===== src/rtl/rv32_hart_pc_ctrl.sv =====
// Per-hart PC controller for the barrel core: round-robin fetch issue and branch/jump resolve.
// Optional misaligned-target trap enabled by defining RV32_PC_MISALIGN_EN.
package rv32_hart_pc_ctrl_pkg;
    typedef enum logic [3:0] {
        OP_OTHER = 4'd0,
        OP_ADD   = 4'd1,
        OP_BEQ   = 4'd2,
        OP_BNE   = 4'd3,
        OP_BLT   = 4'd4,
        OP_BGE   = 4'd5,
        OP_BLTU  = 4'd6,
        OP_BGEU  = 4'd7,
        OP_JAL   = 4'd8,
        OP_JALR  = 4'd9,
        OP_AUIPC = 4'd10,
        OP_LUI   = 4'd11,
        OP_LOAD  = 4'd12,
        OP_STORE = 4'd13
    } rv32_opcode_enum_t;
endpackage

module rv32_hart_pc_ctrl
    import rv32_hart_pc_ctrl_pkg::*;
#(
    parameter int              NUM_HARTS = 8,
    parameter int              XLEN      = 32,
    parameter logic [XLEN-1:0] RESET_PC  = 32'h0000_0000,
    parameter logic [XLEN-1:0] TRAP_PC   = 32'h0000_0010,
    localparam int             HW        = $clog2(NUM_HARTS)
) (
    input  logic                 clk,
    input  logic                 rst_n,
    input  logic [NUM_HARTS-1:0] hart_en,
    output logic                 fetch_valid,
    input  logic                 fetch_ready,
    output logic [HW-1:0]        fetch_hart,
    output logic [XLEN-1:0]      fetch_pc,
    input  logic                 res_valid,
    input  logic [HW-1:0]        res_hart,
    input  rv32_opcode_enum_t    res_opcode,
    input  logic [XLEN-1:0]      res_pc,
    input  logic [XLEN-1:0]      res_alu,
    input  logic [XLEN-1:0]      res_rs1,
    input  logic [XLEN-1:0]      res_imm,
    output logic                 wb_valid,
    output logic [HW-1:0]        wb_hart,
    output logic [XLEN-1:0]      wb_val,
    output logic                 redirect,
    output logic                 trap
);

    logic [XLEN-1:0]      r_pc [NUM_HARTS];
    logic [NUM_HARTS-1:0] r_busy;
    logic [HW-1:0]        r_rr;
    logic                 r_hold;
    logic [HW-1:0]        r_hold_hart;

    logic [NUM_HARTS-1:0] w_elig;
    logic                 w_arb_vld;
    logic [HW-1:0]        w_arb_hart;
    logic [HW-1:0]        w_idx;
    logic                 w_issue;

    logic                 w_acc;
    logic                 w_is_br;
    logic                 w_is_jal;
    logic                 w_is_jalr;
    logic                 w_is_auipc;
    logic [XLEN-1:0]      w_seq;
    logic [XLEN-1:0]      w_rel;
    logic [XLEN-1:0]      w_jr;
    logic [XLEN-1:0]      w_next;
    logic [XLEN-1:0]      w_link;
    logic                 w_wb;
    logic                 w_jump;
    logic                 w_mis;
    logic [XLEN-1:0]      w_final;
    logic                 w_unused;

    assign w_unused = ^res_alu[XLEN-1:1];

    // Lowest offset from the rr pointer wins, so scan from the far end.
    always_comb begin
        w_elig     = hart_en & ~r_busy;
        w_arb_vld  = 1'b0;
        w_arb_hart = '0;
        w_idx      = '0;
        for (int i = NUM_HARTS - 1; i >= 0; i--) begin
            w_idx = r_rr + HW'(i);
            if (w_elig[w_idx]) begin
                w_arb_vld  = 1'b1;
                w_arb_hart = w_idx;
            end
        end
    end

    // A stalled offer stays pinned to the same hart until accepted.
    assign fetch_valid = r_hold | w_arb_vld;
    assign fetch_hart  = r_hold ? r_hold_hart : w_arb_hart;
    assign fetch_pc    = r_pc[fetch_hart];
    assign w_issue     = fetch_valid & fetch_ready;

    assign w_acc      = res_valid & r_busy[res_hart];
    assign w_is_br    = res_opcode inside {OP_BEQ, OP_BNE, OP_BLT,
                                           OP_BGE, OP_BLTU, OP_BGEU};
    assign w_is_jal   = (res_opcode == OP_JAL);
    assign w_is_jalr  = (res_opcode == OP_JALR);
    assign w_is_auipc = (res_opcode == OP_AUIPC);

    assign w_seq = res_pc + XLEN'(4);
    assign w_rel = res_pc + (res_imm << 1);
    assign w_jr  = (res_rs1 + res_imm) & ~{{(XLEN-1){1'b0}}, 1'b1};

    always_comb begin
        w_next = w_seq;
        w_link = '0;
        w_wb   = 1'b0;
        w_jump = 1'b0;
        unique case (1'b1)
            w_is_br: begin
                if (res_alu[0]) begin
                    w_next = w_rel;
                    w_jump = 1'b1;
                end
            end
            w_is_jal: begin
                w_next = w_rel;
                w_link = w_seq;
                w_wb   = 1'b1;
                w_jump = 1'b1;
            end
            w_is_jalr: begin
                w_next = w_jr;
                w_link = w_seq;
                w_wb   = 1'b1;
                w_jump = 1'b1;
            end
            w_is_auipc: begin
                w_link = res_pc + res_imm;
                w_wb   = 1'b1;
            end
            default: ;
        endcase
    end

`ifdef RV32_PC_MISALIGN_EN
    assign w_mis = w_jump & (w_next[1:0] != 2'b00);
`else
    assign w_mis = 1'b0;
`endif

    assign w_final = w_mis ? TRAP_PC : w_next;

    always_ff @(posedge clk or negedge rst_n) begin
        if (!rst_n) begin
            for (int h = 0; h < NUM_HARTS; h++) begin
                r_pc[h] <= RESET_PC;
            end
        end else if (w_acc) begin
            r_pc[res_hart] <= w_final;
        end
    end

    // Issue and accepted resolve never target the same hart.
    always_ff @(posedge clk or negedge rst_n) begin
        if (!rst_n) begin
            r_busy      <= '0;
            r_rr        <= '0;
            r_hold      <= 1'b0;
            r_hold_hart <= '0;
        end else begin
            if (w_issue) begin
                r_busy[fetch_hart] <= 1'b1;
                r_rr               <= fetch_hart + HW'(1);
            end
            if (w_acc) begin
                r_busy[res_hart] <= 1'b0;
            end
            r_hold      <= fetch_valid & ~fetch_ready;
            r_hold_hart <= fetch_hart;
        end
    end

    always_ff @(posedge clk or negedge rst_n) begin
        if (!rst_n) begin
            wb_valid <= 1'b0;
            wb_hart  <= '0;
            wb_val   <= '0;
            redirect <= 1'b0;
            trap     <= 1'b0;
        end else begin
            wb_valid <= w_acc & w_wb & ~w_mis;
            redirect <= w_acc & w_jump;
            trap     <= w_acc & w_mis;
            if (w_acc) begin
                wb_hart <= res_hart;
                wb_val  <= w_link;
            end
        end
    end

endmodule


===== config.mk =====
export PLATFORM = sky130hd
export DESIGN_NAME = rv32_hart_pc_ctrl
export DESIGN_NICKNAME = d
export VERILOG_FILES = /design/src/rtl/rv32_hart_pc_ctrl.sv
export SDC_FILE = /design/constraint.sdc
export NUM_CORES = 1
export LEC_CHECK = 0
export BUFFER_PORTS_ARGS = -buffer_cell sky130_fd_sc_hd__buf_4
export CAP_MARGIN = 0
export CORE_MARGIN = 2
export CORE_UTILIZATION = 60
export DETAILED_ROUTE_END_ITERATION = 10
export PLACE_DENSITY_LB_ADDON = 0.1
export SYNTH_ARGS = -nofsm -noshare
export SYNTH_HDL_FRONTEND = slang
export SYNTH_SLANG_ARGS = --single-unit

===== constraint.sdc =====
create_clock -name clk -period 6.95 [get_ports clk]
set_input_delay 2.085 -clock clk [delete_from_list [all_inputs] [get_ports clk]]
set_output_delay 2.085 -clock clk [all_outputs]
set_load 0.005 [all_outputs]

# Word level (Yosys, flattened, before mapping)
# Index checks and enable logic that the tools add are counted.
# totals
regBits	308
latch_bits	0
mem_bits_rw	0
rom_bits	0
input_bits	147
output_inout_bits	74
word_cells	125
n_memories	0
# classes
addsub	12
n_mul	0
div_mod_pow	0
n_lt_le_gt_ge	15
eq_ne	9
n_shift	0
n_mux	53
bitwise	14
reduce_logical	6
# ops
operator	count
$bwmux 256	1
$mux 32	4
$add 32x32->32	3
$bmux 32 s3	1
$demux 32 s3	1
$pmux 32 s3	1
$pmux 32 s2	1
$lt 3x4->1 const B	10
$add 32x3->32 const B	1
$bmux 1 s3	9
$mux 3	9
$mux 1	21
$and 8x8->8	2
$eq 4x3->1 const B	4
$mux 8	2
$not 8->8	2
$add 3x3->3 const B	4
$eq 4x4->1 const B	3
$eq 4x2->1 const B	2
$ge 4x4->1 const B	2
$not 3->4	2
$or 8x8->8	1
$add 3x1->3 const B	2
$add 3x2->3 const B	2
other kinds (11)	19

# Longest topological paths before layout
# logic_depth
word_depth	21
ltp_mapped	16
depth_no_buf	12

# Worst setup path before layout
# No wires, ideal clock.
# synth_path
path_type	in2out
from	input port hart_en[6]
to	output port fetch_pc[10]
t_arrival_ns	4.530
t_required_ns	4.865
path_slack_ns	0.335
stages	10
path_buffers	2
path_cell_list	nor2b_1 > mux4_2 > mux2_2 > or3_1 > o22a_1 > a32oi_4 > nor2b_1 > buf_2 > buf_6 > a221oi_2
# synth_via
elab_chain_cells	16
word_cells_on_any_way	30
classes_between	mux: 28; bitwise: 2
# synth_rtl
element	line	text
from (decl)	33	input logic [NUM_HARTS-1:0] hart_en,
$and 8x8->8 (*)	84	w_elig = hart_en & ~r_busy;
$bmux 1 s3	90	if (w_elig[w_idx]) begin
$mux 1 (not written as such)	90	
$mux 3 (7 in series)	90	
$mux 3 (*)	90	
$mux 3 (*)	99	assign fetch_hart = r_hold ? r_hold_hart : w_arb_hart;
named net fetch_hart[0]	36	output logic [HW-1:0] fetch_hart,
$not 3->4 (not written as such) (*)	100	assign fetch_pc = r_pc[fetch_hart];
$bmux 32 s3 (*)	100	
$mux 32 (not written as such) (*) (2 in series)	100	
to (decl)	37	output logic [XLEN-1:0] fetch_pc,
# Mark *: on every way through the listed nets, which the timed path passes. The rest lies on a longest branch. The select of a mux whose other input is x is not followed.

# Worst setup path in the final report
# layout_path
from	input port hart_en[5]
to	output port fetch_pc[9]
# layout_via
elab_chain_cells	16
word_cells_on_any_way	30
classes_between	mux: 28; bitwise: 2
# layout_rtl
element	line
$and 8x8->8 (*)	84
$bmux 1 s3	90
$mux 1 (not written as such)	90
$mux 3 (7 in series)	90
$mux 3 (*)	90
$mux 3 (*)	99
$not 3->4 (not written as such) (*)	100
$bmux 32 s3 (*)	100
$mux 32 (not written as such) (*) (2 in series)	100
# Mark *: on every way between the ends. The rest lies on a longest branch, timed or not. The select of a mux whose other input is x is not followed.

==> summary.md <==
| Metric | Value |
|---|---|
| Outcome | finished with violations |
| Failing checks | negative setup slack |
| Hold Path Origin | r_pc[144] |
| DPL Wire Length | 44.24 mm |
| First-pass GRT wire length | 99.31 mm |
| Hold WS | 0.4737 ns |
| DRC | 0 |
| Clk pin slew, worst setup/hold paths | 0.06 ns |
| Iteration-0 DRC count of the detailed router | 1520 |
| Simple-gate share of the synthesized area | 13.26% |
| Largest family of logic cells by synthesized area | compound AO/OA/AOI/OAI gates |
| Initial antenna violation count | 0 |
| F_max | 141.0 MHz |
| Area Overhead vs Synth | 20.88% |
| CP required | 4.87 ns |
| Worst-path maximum fanout | 6 |
| CP Launch Type | input pin |
| Sequential area share after synthesis | 37.03% |
| Final Setup Violations | 31 |
| Die ar. | 36200 um2 |
| Slew Viols, Final | 0 |
| IO Pins | 221 |
| Detail Route Antenna Nets | 0 |
| GRT overflow | 0 |
| Tcrit/Tclk final | 102.0% |
| Synthesis Warnings | 0 |
| Peak supply drop | 0.4835 mV |
| Inserted Clock Buffers | 35 |
| DR WL/cell | 22.01 um |
| CTS Buffer Depth | 3 |
| Clock Skews | 0.02653 ns |
| RSZ-0062 raised after global routing | yes |
| Initial Util | 60.55% |
| Fin cells | 2894 |
| Top cells by area, synth | dfrtp_1 37%, mux2_2 7.6%, o21ai_0 6.1% |
| Async set-reset flop share out of synthesis | 100.0% |
| Compound-cell area share of the yosys netlist | 22.24% |
| Pwr Density | 573.9 nW/um2 |
| CTS H-tree depth | 2 |
| Slew @ Worst Pin | 1.277 ns |
| CP arrival | 5.01 ns |
| Clock Sinks | 308 |
| Syn_nets | 2427 |
| Reg2reg end | r_busy[2] |
| Worst skew pair latency | 0.56 ns |
| R2R setup slack | 3.21 ns |
| Cell count after synthesis | 2183 |
| Area leader, netlist | dfrtp_1 |
| Area of the core | 34370 um2 |
| TritonCTS clock tree | done |
| Pin count of the biggest net entering global routing | 130 |
| Post-synthesis register bit count | 308 |
| Worst Setup End Kind | output port |
| Yosys cell types | 86 |
| GRT Resource Usage Total | 35.13% |
| Reg2reg start | r_rr[0] |
| Fill cells | 2507 |
| Post-synthesis mux area share | 13.74% |
| Routability Congestion | 0.9724 |
| Nets | 2658 |
| Syn_area_per_cell | 9.534 um2 |
| Worst relative slew slack | 14.13% |
| Std-Cell Rows | 68 |
| Vias in the first global route | 18210 |
| Hold depth | 2 |
| Worst Hold Class | flop to flop |
| Synth Area in Adders | 5.939% |
| Die X | 190.3 um |
| Share of layout cells above drive strength 1 | 26.45% |
| Root Buffer | clkbuf_16 |
| Setup ws final | -0.1420 ns |
| Top-count cell post-synth | dfrtp_1 |
| Placed cell count | 2797 |
| Mapped Area | 20810 um2 |
| Die height | 190.3 um |
| Sequential cell area | 7707 um2 |
| Final core occ | 73.20% |
| Top cells by count, synth | 308 x dfrtp_1, 295 x nand2_1, 255 x o21ai_0 |
| Register-to-Register Path Depth | 11 |
| WHS Endpoint | r_pc[144] |
| # diodes | 0 |
| XOR/XNOR share of the synthesized area | 4.040% |
| Multi-input gate area | 12770 um2 |
| Max-cap viol count | 0 |
| Drt pass-1 iters | 5 |
| Static Leak | 11.42 nW |
| IO Port Bufs | 188 |
| Synth top area share | 37.03% |
| Tmin final | 7.092 ns |
| Via count | 18450 |
| Final wirelength | 63.69 mm |
| Number of synthesized flops with an enable pin | 0 |
| Final Hold Viols | 0 |
| Ys flop type | dfrtp_1 |
| Setup CP Type | input pin to output port |
| Avg Vias per Cell | 6.376 |
sequential cells by signal (all words and copies together) (netlist names):
name,cells
r_pc,256
wb_val,32
r_busy,8
r_hold_hart,3
r_rr,3
wb_hart,3
r_hold,1
redirect,1
wb_valid,1
layer usage:
| metal | global-route usage (%) | part of all wire [%] | vias up |
|---|---|---|---|
| li1 | - | - | 8545 |
| met1 | 44.41 | 41 | 9117 |
| met2 | 59.71 | 48 | 644 |
| met3 | 5.705 | 6.0 | 147 |
| met4 | 15.30 | 4.0 | 0 |
| met5 | 0 | 0 | - |
cells in the final DEF (no fill, tap or decap), types with 23 or more instances in the layout:
cell / instances
buf_4: 271
nor2_1: 88
mux2i_1: 78
ha_1: 94
a21oi_1: 118
a21o_1: 37
dfrtp_1: 308
o21a_1: 24
o22ai_2: 24
nand3_1: 36
clkbuf_16: 37
o21ai_0: 253
nand2_1: 295
xor2_1: 37
mux2_4: 23
a221oi_2: 27
mux2_2: 118
nand2b_1: 23
xnor2_1: 59
inv_1: 35
metrics by stage:
stage | setup TNS, ns | worst slack, ns | area (um2) | power [mW]
floorplan | 0 | 0.3348 | 20810 | 7.880
finish | -2.949 | -0.1420 | 25160 | 14.44
global placement | -11.45 | -0.4732 | 23100 | 10.72
CTS | -1.723 | -0.09701 | 24860 | 13.83
detailed placement | -12.45 | -0.5018 | 23100 | 10.92
global route | -5.164 | -0.2094 | 25160 | 15.21
what timing repair did:
item,4_1_cts,5_1_grt
gates resized for setup,72,43
pin swaps,12,5
gates cloned,6,2
setup endpoints to repair,32,32
hold buffers,0,0
setup buffers,22,8
area by class of cell:
type                    count  area share, %
clock buffers              47          3.819
clock inverters            15         0.6514
inverters                  41         0.6614
multi-input cells        1711          50.75
flip-flops and latches    308          30.63
well taps                 455          2.263
repair buffers            315          11.12
repair inverters            2        0.09946
critical path, stage by stage:
cell       delay (ns)
buf_8            0.10
buf_6            0.10
nand3b_1         0.15
o2111ai_2        0.12
mux4_2           0.55
or3_1            0.36
o22a_1           0.20
a32oi_4          0.29
buf_6            0.15
nor2b_4          0.03
buf_4            0.18
buf_12           0.15
a221oi_2         0.35
buf_4            0.18
kinds of logic (layout without fill, tap and decap cells):
kind of cell,count (synthesis),in the layout
buf+inv,166,420
xor+xnor,96,96
other cells,1,1
simple gates,594,596
compound gates,678,678
fa+ha+maj,97,97
flops,308,308
mux,243,243
where the power goes:
| part | total (mW) | internal, mW | switching (mW) |
|---|---|---|---|
| Combinational | 9.56 | 5.02 | 4.54 |
| Clock | 1.82 | 1.06 | 0.767 |
| Sequential | 3.06 | 2.58 | 0.484 |
| Total | 14.4 | 8.65 | 5.79 |
how the worst max path moves through the flow:
| stage | from | endpoint | slack, ns | cells after the start |
|---|---|---|---|---|
| floorplan | hart_en[6] | fetch_pc[10] | 0.33 | 10 |
| global placement | hart_en[1] | fetch_pc[0] | -0.47 | 11 |
| detailed placement | hart_en[5] | fetch_pc[31] | -0.50 | 12 |
| CTS | hart_en[5] | fetch_pc[30] | -0.1 | 14 |
| global route | hart_en[5] | fetch_pc[27] | -0.21 | 15 |
| finish | hart_en[5] | fetch_pc[9] | -0.14 | 14 |
Note: power is estimated with default switching activity, not from simulation.
